==> src/rtl/iface_route_ctrl_if.sv <==
// FIFO-side and destination-side signals of the input-FIFO route sequencer.
// The sequencer side uses master; the FIFO/scratch-pad side uses slave.
interface iface_route_ctrl_if #(
    parameter int FIFO_WIDTH = 64
);
    logic                  fifo_empty;
    logic [FIFO_WIDTH-1:0] fifo_dout;
    logic                  fifo_rd_en;
    logic [2:0]            dst_full;
    logic [1:0]            demux_sel;
    logic [2:0]            dst_wr_en;

    modport master (
        input  fifo_empty, fifo_dout, dst_full,
        output fifo_rd_en, demux_sel, dst_wr_en
    );

    modport slave (
        output fifo_empty, fifo_dout, dst_full,
        input  fifo_rd_en, demux_sel, dst_wr_en
    );
endinterface

==> src/rtl/iface_route_ctrl.sv <==
// Pops header-framed packets from an FWFT FIFO and steers the payload to the
// filter / ifmap / psum scratch-pad write paths through the 3-way demux.
module iface_route_ctrl #(
    parameter int FIFO_WIDTH = 64,
    parameter int LEN_W      = 14
) (
    input  logic                 clk,
    input  logic                 rst_n,
    input  logic                 enable,
    input  logic                 clr_err,
    iface_route_ctrl_if.master   bus,
    output logic                 busy,
    output logic                 pkt_done,
    output logic                 err,
    output logic [15:0]          words_sent
);
    typedef enum logic [1:0] {IDLE, PAYLOAD, DRAIN} state_t;

    // Demux code that selects each destination write-enable bit.
    localparam logic [1:0] DEST_CODE [3] = '{2'b00, 2'b10, 2'b01};

    state_t                  state_reg, state_next;
    logic [1:0]              sel_reg, sel_next;
    logic [LEN_W-1:0]        remaining_reg, remaining_next;
    logic                    done_reg, done_next;
    logic                    err_reg;
    logic [15:0]             words_reg;

    logic [FIFO_WIDTH-1:0]   head;
    logic [1:0]              hdr_code;
    logic [LEN_W-1:0]        hdr_len;
    logic                    unused_hdr_bits;
    logic [2:0]              dest_onehot;
    logic                    pop, err_set, count_inc;
    logic [2:0]              wr_en;

    assign head            = bus.fifo_dout;
    assign hdr_code        = head[1:0];
    assign hdr_len         = head[LEN_W+1:2];
    assign unused_hdr_bits = ^head[FIFO_WIDTH-1:LEN_W+2];

    genvar gi;
    generate
        for (gi = 0; gi < 3; gi++) begin : g_dest
            assign dest_onehot[gi] = (sel_reg == DEST_CODE[gi]);
        end
    endgenerate

    always_comb begin
        state_next     = state_reg;
        sel_next       = sel_reg;
        remaining_next = remaining_reg;
        done_next      = 1'b0;
        err_set        = 1'b0;
        count_inc      = 1'b0;
        pop            = 1'b0;
        wr_en          = 3'b000;
        case (state_reg)
            IDLE: begin
                if (enable && !bus.fifo_empty) begin
                    pop            = 1'b1;
                    sel_next       = hdr_code;
                    remaining_next = hdr_len;
                    if (hdr_code == 2'b11) begin
                        err_set = 1'b1;
                        if (hdr_len != '0)
                            state_next = DRAIN;
                    end else if (hdr_len == '0) begin
                        done_next = 1'b1;
                    end else begin
                        state_next = PAYLOAD;
                    end
                end
            end
            PAYLOAD: begin
                if (!bus.fifo_empty && ((dest_onehot & bus.dst_full) == 3'b000)) begin
                    pop            = 1'b1;
                    wr_en          = dest_onehot;
                    count_inc      = 1'b1;
                    remaining_next = remaining_reg - LEN_W'(1);
                    if (remaining_reg == LEN_W'(1)) begin
                        state_next = IDLE;
                        done_next  = 1'b1;
                    end
                end
            end
            DRAIN: begin
                if (!bus.fifo_empty) begin
                    pop            = 1'b1;
                    remaining_next = remaining_reg - LEN_W'(1);
                    if (remaining_reg == LEN_W'(1))
                        state_next = IDLE;
                end
            end
            default: state_next = IDLE;
        endcase
    end

    always_ff @(posedge clk) begin
        if (!rst_n) begin
            state_reg     <= IDLE;
            sel_reg       <= 2'b00;
            remaining_reg <= '0;
            done_reg      <= 1'b0;
            err_reg       <= 1'b0;
            words_reg     <= 16'd0;
        end else begin
            state_reg     <= state_next;
            sel_reg       <= sel_next;
            remaining_reg <= remaining_next;
            done_reg      <= done_next;
            if (err_set)
                err_reg <= 1'b1;
            else if (clr_err)
                err_reg <= 1'b0;
            if (count_inc && (words_reg != 16'hFFFF))
                words_reg <= words_reg + 16'd1;
        end
    end

    // Strobes are held off while reset is asserted, independent of state.
    assign bus.fifo_rd_en = rst_n & pop;
    assign bus.dst_wr_en  = rst_n ? wr_en : 3'b000;
    assign bus.demux_sel  = sel_reg;
    assign busy           = (state_reg != IDLE);
    assign pkt_done       = done_reg;
    assign err            = err_reg;
    assign words_sent     = words_reg;
endmodule

==> src/flat_wrapper.sv <==
// flat-port wrapper written by rule: the top's interface ports become plain ports
module iface_route_ctrl_flat 
#(
    parameter int FIFO_WIDTH = 64,
    parameter int LEN_W      = 14
)
  (clk, rst_n, enable, clr_err, busy, pkt_done, err, words_sent, bus_fifo_empty, bus_fifo_dout, bus_dst_full, bus_fifo_rd_en, bus_demux_sel, bus_dst_wr_en);
  iface_route_ctrl_if #(.FIFO_WIDTH(FIFO_WIDTH)) bus_i ();
  input  logic clk;
  input  logic rst_n;
  input  logic enable;
  input  logic clr_err;
  output logic busy;
  output logic pkt_done;
  output logic err;
  output logic [15:0] words_sent;
  input wire logic [$bits(bus_i.fifo_empty)-1:0] bus_fifo_empty;
  input wire logic [$bits(bus_i.fifo_dout)-1:0] bus_fifo_dout;
  input wire logic [$bits(bus_i.dst_full)-1:0] bus_dst_full;
  output wire logic [$bits(bus_i.fifo_rd_en)-1:0] bus_fifo_rd_en;
  output wire logic [$bits(bus_i.demux_sel)-1:0] bus_demux_sel;
  output wire logic [$bits(bus_i.dst_wr_en)-1:0] bus_dst_wr_en;
  assign bus_i.fifo_empty = bus_fifo_empty;
  assign bus_i.fifo_dout = bus_fifo_dout;
  assign bus_i.dst_full = bus_dst_full;
  assign bus_fifo_rd_en = bus_i.fifo_rd_en;
  assign bus_demux_sel = bus_i.demux_sel;
  assign bus_dst_wr_en = bus_i.dst_wr_en;
  iface_route_ctrl #(.FIFO_WIDTH(FIFO_WIDTH), .LEN_W(LEN_W)) u_core (.clk(clk), .rst_n(rst_n), .enable(enable), .clr_err(clr_err), .bus(bus_i), .busy(busy), .pkt_done(pkt_done), .err(err), .words_sent(words_sent));
endmodule
==> config.mk <==
export PLATFORM = sky130hd
export DESIGN_NAME = iface_route_ctrl_flat
export DESIGN_NICKNAME = d
export VERILOG_FILES = /design/src/rtl/iface_route_ctrl_if.sv /design/src/rtl/iface_route_ctrl.sv /design/src/flat_wrapper.sv
export SDC_FILE = /design/constraint.sdc
export NUM_CORES = 1
export LEC_CHECK = 0
export BUFFER_PORTS_ARGS = -buffer_cell sky130_fd_sc_hd__buf_2
export CORE_MARGIN = 1
export CORE_UTILIZATION = 35
export CTS_CLUSTER_DIAMETER = 60
export DETAILED_ROUTE_END_ITERATION = 12
export SYNTH_ARGS = -nofsm -noshare
export SYNTH_HDL_FRONTEND = slang
export SYNTH_SLANG_ARGS = --single-unit
==> constraint.sdc <==
create_clock -name clk -period 2.2 [get_ports clk]
set_input_delay 0.33 -clock clk [delete_from_list [all_inputs] [get_ports clk]]
set_output_delay 0.33 -clock clk [all_outputs]
set_load 0.05 [all_outputs]
==> reports/summary.txt, run 1 <==
crit path launch type: flop
Setup TNS Final: 0 ns
syn_area_per_cell: 8.26 µm²
Iter 0 DRT Violations: 140
clock share of power: 0.171
VDD IR-drop max: 0.882 mV
final setup fails: 0
Setup Skew: 0.00576 ns
I/O Pins: 97
Final Non-Filler Cells: 401
routed vias: 2151
worst-path fanout max: 7
Starting Density: 0.369
CTS Hold Bufs: 0
total core area: 6060 µm²
post-synthesis to final-layout area growth: 25.3%
Final nets: 404
vias in the first global route: 1902
biggest area consumer among synthesized cells: dfxtp_1
Power Density: 1200 nW/µm²
Final Wtd Congestion: 0.779
Tmin final: 2.07 ns
kind of critical path: reg2out
CTS sink cnt: 36
number of synthesized register bits: 36
Inst Count DP: 393
Port Buffers: 48
vias per inst: 5.36
Internal: 1860 µW
Initial DRT Pass Iterations: 4
diode count: 0
global-route wire length before repair: 8750 µm
remaining global-route overflow: 0
clk buf depth: 2
Gate power share: 0.549
CP endpoint kind: output pin
Total GRT Usage: 0.170
worst-skew pair later-pin latency: 0.29 ns
Worst-path clk slew: 0.07 ns
Synth Instances: 271
final hold violations: 0
Synth Cell Area: 2240 µm²
WP data required: 1.87 ns
Distinct cells, synth: 47
WL final: 5370 µm
Slew Viols, Final: 0
normalized max-slew margin: 0.631
Cell Rows: 28
Root Driver: clkbuf_8
P_leak: 0.00111 µW
status: completed
top post-synthesis cells by area: dfxtp_1 32%, xnor2_1 5.9%, nand2_1 5.4%, nor2_1 4.7%, mux2i_1 4.0%
Max H-tree Level: 2
Mapped Nets: 350
DRC errors left: 0
Ys Warns: 0
Worst-Margin Slew: 0.550 ns
hold crit path type: in2reg
register area share after synthesis: 0.322
RSZ-0062 raised after global routing: no
Die H: 82.0 µm
initial antenna violation count: 0
ys flop type: dfxtp_1
Die X: 82.0 µm
top cell type's share of synthesized area: 0.322
largest net degree at the start of global routing: 38
CP Data Arrival Time: 1.74 ns
Die ar.: 6720 µm²
Post-synth ARST share: 0
Max Fclk: 484 MHz
synth cell count leaders: 36 x dfxtp_1, 32 x nand2_1, 28 x nor2_1
max FFs per register: 16
max_cap viols: 0
Sw Ratio: 0.446
total CTS buffers: 5
Seq pwr share: 0.280
wire per inst: 13.4 µm
CTS tree: yes
DRT antenna net count: 0
Post-CTS Setup Inserts: 0
most frequent cell after synthesis: dfxtp_1
EDFF count, synth: 0
layout cells sized above 1: 0.294
fin crit share: 0.939
Post-DP HPWL: 3860 µm
P_sw: 1500 µW
==> layout by cell type, fill, tap and decap left out, drive strengths merged, types with 2 or more instances in the layout <==
cell | Yosys | final
a21oi | 16 | 16
a31oi | 7 | 7
and4 | 3 | 3
buf | 7 | 62
clkbuf | 8 | 6
clkinv | 1 | 2
dfxtp | 36 | 36
ha | 7 | 7
inv | 12 | 12
mux2i | 9 | 9
nand2 | 32 | 32
nand2b | 3 | 3
nand3 | 8 | 8
nand4 | 8 | 8
nor2 | 28 | 28
nor2b | 8 | 8
nor3 | 10 | 10
nor3b | 3 | 3
nor4 | 16 | 16
nor4b | 3 | 3
o21ai | 4 | 4
o22ai | 3 | 3
o32ai | 10 | 10
or3 | 2 | 2
xnor2 | 15 | 15
==> worst max-delay path: stages, from the launching register on <==
cell	delay (ns)
dfxtp_2	0.43
mux2i_2	0.32
o2111ai_4	0.21
a311oi_4	0.25
buf_4	0.24
==> worst paths after layout <==
kind,start,cells after the start,slack [ns],endpoint
setup / recovery,u_core.bus.demux_sel[1],4,0.13,bus_fifo_rd_en
hold / removal,bus_fifo_dout[1],3,0.31,u_core.bus.demux_sel[1]
setup reg to reg,u_core.remaining_reg[1],7,0.22,u_core.remaining_reg[12]
hold reg to reg,u_core.err,2,0.49,u_core.err
==> stage by stage <==
stage | hold slack [ns] | total power (µW) | worst slack, ns | cell area, µm² | util
floorplan | 0.453 | 2370 | 0.0598 | 2290 | -
global placement | 0.471 | 2740 | 0.217 | 2670 | 0.441
detailed placement | 0.481 | 2770 | 0.184 | 2670 | 0.441
CTS | 0.311 | 3360 | 0.0213 | 2780 | 0.459
global route | 0.320 | 3610 | 0.0260 | 2810 | 0.463
finish | 0.307 | 3360 | 0.134 | 2810 | 0.463
==> cells by family (layout without fill, tap and decap cells) <==
| kind of cell | after synthesis | in the layout | share of synthesized area |
|---|---|---|---|
| xor+xnor | 15 | 15 | 0.0587 |
| mux | 9 | 9 | 0.0402 |
| compound gates | 48 | 48 | 0.170 |
| buf+inv | 28 | 83 | 0.0576 |
| fa+ha+maj | 7 | 7 | 0.0391 |
| simple gates | 128 | 128 | 0.312 |
| flops | 36 | 36 | 0.322 |
==> timing repair <==
| item | CTS | global route |
|---|---|---|
| endpoints found under the setup margin | 1 | 3 |
| resized for setup | 1 | 4 |
| endpoints found under the hold margin | 0 | 0 |
==> power by group through the flow <==
stage	clock network [µW]	logic, µW	registers (µW)
after global placement	0	1790	950
after detailed placement	0	1820	951
after global routing	619	2030	965
final	574	1840	942
after CTS	589	1830	939
after floorplan	0	1420	945
==> routing by layer <==
metal  vias to the layer above  share of wire  track usage
met4                         0         0.0078       0.0474
met2                        42           0.47        0.286
li1                       1096              -            -
met5                         -              0            0
met3                         4          0.043       0.0400
met1                      1009           0.48        0.215
==> layout make-up <==
class / count / area [µm²]
timing repair buffer: 62 / 360
clock buffer: 6 / 72.6
fill: 615 / 3260
tap: 75 / 93.8
multi-input combinational: 207 / 1470
clock inverter: 2 / 35.0
inverter: 13 / 48.8
sequential: 36 / 723
(Power assumes the default switching activity.)
==> run 2: changes to the inputs <==
--- a/config.mk
+++ b/config.mk
@@ -10,6 +10,7 @@
 export CORE_UTILIZATION = 35
 export CTS_CLUSTER_DIAMETER = 60
 export DETAILED_ROUTE_END_ITERATION = 12
+export REMOVE_ABC_BUFFERS = 1
 export SYNTH_ARGS = -nofsm -noshare
 export SYNTH_HDL_FRONTEND = slang
 export SYNTH_SLANG_ARGS = --single-unit
==> run 2 against run 1 <==
Power decreased by 6.4%. Worst hold slack improved by 0.00065 ns. Combinational power down 7%. Via count barely moved. Cell count is 1.0% lower. Critical path depth did not move. Largest power group unchanged.
==> reports/summary.txt, run 2 (synthesis results as in run 1) <==
Die ar.: 6720 µm²
Initial DRT Pass Iterations: 4
Worst-path clk slew: 0.08 ns
vias in the first global route: 1856
post-synthesis to final-layout area growth: 19.6%
initial antenna violation count: 0
minimum hold slack: 0.308 ns
routed vias: 2153
largest net degree at the start of global routing: 29
vias per inst: 5.42
DRC errors left: 0
CTS sink cnt: 36
Post-DP HPWL: 3820 µm
max_cap viols: 0
Power Density: 1170 nW/µm²
Port Buffers: 48
wire per inst: 13.4 µm
worst-skew pair later-pin latency: 0.29 ns
Root Driver: clkbuf_8
Tmin final: 2.06 ns
CP endpoint kind: output pin
Post-CTS Setup Inserts: 0
total core area: 6060 µm²
Final nets: 400
crit path launch type: flop
total CTS buffers: 5
status: completed
global-route wire length before repair: 8550 µm
Slew Viols, Final: 0
Max H-tree Level: 2
final setup fails: 0
Total GRT Usage: 0.162
clk buf depth: 2
Setup TNS Final: 0 ns
fillcell total: 636
Worst-Margin Slew: 0.598 ns
Starting Density: 0.369
CTS tree: yes
fin crit share: 0.937
commonest non-fill, non-tap cell in the layout: buf_2
remaining global-route overflow: 0
hold crit path type: in2reg
CP Data Arrival Time: 1.73 ns
kind of critical path: reg2out
worst-path fanout max: 7
normalized max-slew margin: 0.599
VDD IR-drop max: 0.708 mV
Cell Rows: 28
WL final: 5310 µm
final hold violations: 0
Max Fclk: 485 MHz
WHS Path Cells: 3
WP data required: 1.87 ns
Iter 0 DRT Violations: 89
Setup Skew: 0.00597 ns
layout cells sized above 1: 0.270
Die X: 82.0 µm
RSZ-0062 raised after global routing: no
Final Wtd Congestion: 0.796
diode count: 0
Reg2Reg Depth: 7
I/O Pins: 97
P_leak: 0.00108 µW
Die H: 82.0 µm
DRT antenna net count: 0
commonest cells after routing, fill and taps aside: 46 x buf_2, 35 x dfxtp_1, 32 x nand2_1, 28 x nor2_1, 15 x xnor2_1
max FFs per register: 16
run 2: where the power goes:
group          total (µW)  internal, µW  switching [µW]
combinational        1720           669            1050
clock                 483           221             262
sequential            943           783             159
run 2: area by class of cell:
type                       instances  area (µm²)  share of cell area
multi-input combinational        207        1400               0.525
sequential                        36         722               0.270
timing repair buffer              58         320               0.120
tap                               75        93.8              0.0351
clock buffer                       5        68.8              0.0257
inverter                          13        48.8              0.0182
clock inverter                     3        18.8             0.00701
run 2: per-stage QoR:
stage	util	worst slack (ns)	area [µm²]	power, µW	instances
2_1_floorplan	-	-1.29	2160	2250	256
3_3_place_gp	0.424	0.247	2570	2640	389
3_5_place_dp	0.424	0.267	2570	2650	389
4_1_cts	0.438	0.0118	2660	3150	397
5_1_grt	0.442	0.00622	2680	3420	397
6_report	0.442	0.139	2680	3140	397
run 2: worst max-delay path, stage by stage (launching register included):
cell and delay [ns]:
dfxtp_2 0.41, mux2i_2 0.27, o2111ai_1 0.24, nor4_1 0.24, clkbuf_4 0.29
run 2: worst paths after layout:
| path | slack [ns] | endpoint | from |
|---|---|---|---|
| setup / recovery | 0.14 | bus_dst_wr_en[0] | u_core.bus.demux_sel[1] |
| hold / removal | 0.31 | u_core.bus.demux_sel[0] | bus_fifo_dout[0] |
| setup reg to reg | 0.24 | u_core.remaining_reg[8] | u_core.remaining_reg[1] |
| hold reg to reg | 0.50 | u_core.remaining_reg[10] | u_core.remaining_reg[10] |
run 2: what timing repair did:
item	4_1_cts	5_1_grt
endpoints found under the setup margin	1	3
pin swaps	0	0
hold buffers	0	0
gates resized for setup	1	5
run 2: routing by layer:
layer / GRT usage / vias to the layer above / part of all wire
li1: - / 1085 / -
met1: 0.226 / 1008 / 0.50
met2: 0.257 / 58 / 0.45
met3: 0.0300 / 2 / 0.046
met4: 0.0368 / 0 / 0.0036
met5: 0 / - / 0
==> run 3: changes to the inputs <==
==> constraint.sdc (replaced) <==
create_clock -name clk -period 1.9 [get_ports clk]
set_input_delay 0.285 -clock clk [delete_from_list [all_inputs] [get_ports clk]]
set_output_delay 0.285 -clock clk [all_outputs]
set_load 0.05 [all_outputs]
==> run 3 against run 2 <==
The flow now finishes with violations (negative setup slack). Highest routed layer unchanged. Flip-flop and latch count is the same. Design area grew 9.4%. Worst hold slack lost 0.037 ns. Die area is the same. Power grew 33%.
==> reports/summary.txt, run 3 (synthesis results as in run 1) <==
Die X: 82.0 µm
WL final: 5610 µm
Post-DP HPWL: 3940 µm
Final Wtd Congestion: 0.757
post-synthesis to final-layout area growth: 30.7%
Worst-path clk slew: 0.07 ns
CP max stage cell: dfxtp_4
CTS Hold Bufs: 0
normalized max-slew margin: 0.757
routed vias: 2238
WP data required: 1.62 ns
Power Density: 1430 nW/µm²
met2 Use GR: 0.271
Cell Rows: 28
Reg2Reg Depth: 8
Die ar.: 6720 µm²
worst-skew pair later-pin latency: 0.29 ns
Slew Viols, Final: 0
worst-path fanout max: 4
vias per inst: 5.38
CTS tree: yes
Starting Density: 0.369
CP startpoint: u_core.bus.demux_sel[1]
max_cap viols: 0
Setup TNS Final: -0.0118 ns
fin crit share: 1.01
Final WS setup: -0.0118 ns
fillcell total: 613
layout cells sized above 1: 0.343
crit path cell chain: mux2i_4 -> o2111ai_4 -> a311oi_2 -> buf_6
crit path launch type: flop
Final nets: 419
Worst R2R Start: u_core.remaining_reg[1]
Iter 0 DRT Violations: 75
wire per inst: 13.5 µm
Root Driver: clkbuf_8
DRC errors left: 0
end of the critical path: bus_fifo_rd_en
RSZ-0062 raised after global routing: yes
CTS sink cnt: 36
commonest cells after routing, fill and taps aside: 44 x buf_2, 32 x nand2_1, 32 x dfxtp_1, 30 x buf_4, 28 x nor2_1
P_leak: 0.00118 µW
failing checks: negative setup slack
vias in the first global route: 1932
I/O Pins: 97
diode count: 0
Worst-Margin Slew: 0.362 ns
Initial DRT Pass Iterations: 4
FF-to-FF End: u_core.remaining_reg[10]
Setup Skew: 0.00894 ns
Total GRT Usage: 0.171
met3 GRT Util: 0.0367
Most Used Layer, Global Route: met2
final hold violations: 0
met1 track demand over resource: 0.232
final core utilization: 0.483
DRT antenna net count: 0
Max H-tree Level: 2
CP endpoint kind: output pin
final setup fails: 1
commonest non-fill, non-tap cell in the layout: buf_2
CP Data Arrival Time: 1.63 ns
largest net degree at the start of global routing: 28
remaining global-route overflow: 0
Max Fclk: 523 MHz
Place WS: 0.0203 ns
Die H: 82.0 µm
total core area: 6060 µm²
clk buf depth: 2
VDD IR-drop max: 0.887 mV
max FFs per register: 16
initial antenna violation count: 0
global-route wire length before repair: 8910 µm
Slowest Stage Delay on Critical Path: 0.37 ns
Tmin final: 1.91 ns
Port Buffers: 48
status: complete, but fails checks
hold crit path type: in2reg
kind of critical path: reg2out
total CTS buffers: 5
r2r setup slk: 0.11 ns
[run 3: changes by cell type in the layout (fill, tap and decap cells not counted), sizes merged]
cell      before  now
clkbuf         6    7
clkinvlp       0    1
clkinv         4    1
buf           57   77
[run 3: worst min-delay path by stage]
stage | slack (ns) | endpoint | depth (start not counted) | from
6_report | 0.27 | u_core.bus.demux_sel[0] | 3 | bus_fifo_dout[0]
5_1_grt | 0.27 | u_core.state_reg[1] | 3 | bus_fifo_dout[0]
2_1_floorplan | 0.42 | u_core.remaining_reg[0] | 2 | rst_n
3_3_place_gp | 0.47 | u_core.remaining_reg[0] | 2 | u_core.remaining_reg[0]
3_5_place_dp | 0.48 | u_core.remaining_reg[0] | 2 | u_core.remaining_reg[0]
4_1_cts | 0.26 | u_core.bus.demux_sel[0] | 3 | bus_fifo_dout[0]
[run 3: per-stage QoR]
stage / std cells / hold slack, ns / cell area, µm² / total power (µW)
after floorplan: 256 / 0.423 / 2160 / 2600
after global placement: 401 / 0.468 / 2670 / 3320
after detailed placement: 401 / 0.475 / 2670 / 3370
after CTS: 412 / 0.258 / 2850 / 4020
after global routing: 416 / 0.274 / 2930 / 4480
final: 416 / 0.271 / 2930 / 4180
[run 3: final cells by class]
| type | instances | area (µm²) | area share |
|---|---|---|---|
| Timing Repair Buffer | 77 | 488 | 0.167 |
| Inverter | 13 | 48.8 | 0.0167 |
| Multi-Input combinational cell | 207 | 1470 | 0.503 |
| Tap cell | 75 | 93.8 | 0.0321 |
| Clock inverter | 1 | 7.51 | 0.00257 |
| Clock buffer | 7 | 86.3 | 0.0295 |
| Sequential cell | 36 | 731 | 0.250 |
[run 3: power breakdown]
part | internal, µW | leakage [µW] | switching [µW]
Combinational | 1130 | 0.000840 | 1360
Clock | 295 | 0.0000445 | 296
Sequential | 915 | 0.000295 | 191
Total | 2340 | 0.00118 | 1840
[run 3: per-layer routing]
metal / wire length (µm) / share of wire
met5: 0 / 0
met4: 44 / 0.0078
met3: 215 / 0.038
met2: 2560 / 0.46
met1: 2790 / 0.50
[run 3: critical path: cells and delay by family, from the launching register on]
family	cells	cell delay, ns
flip-flops	1	0.37
AO/OA/AOI/OAI	2	0.51
multiplexers	1	0.27
buffers and inverters	1	0.20
[run 3: what timing repair did]
item	CTS	global route
setup endpoints to repair	4	17
buffers inserted	3	4
pin swaps	2	5
gates resized for setup	16	13
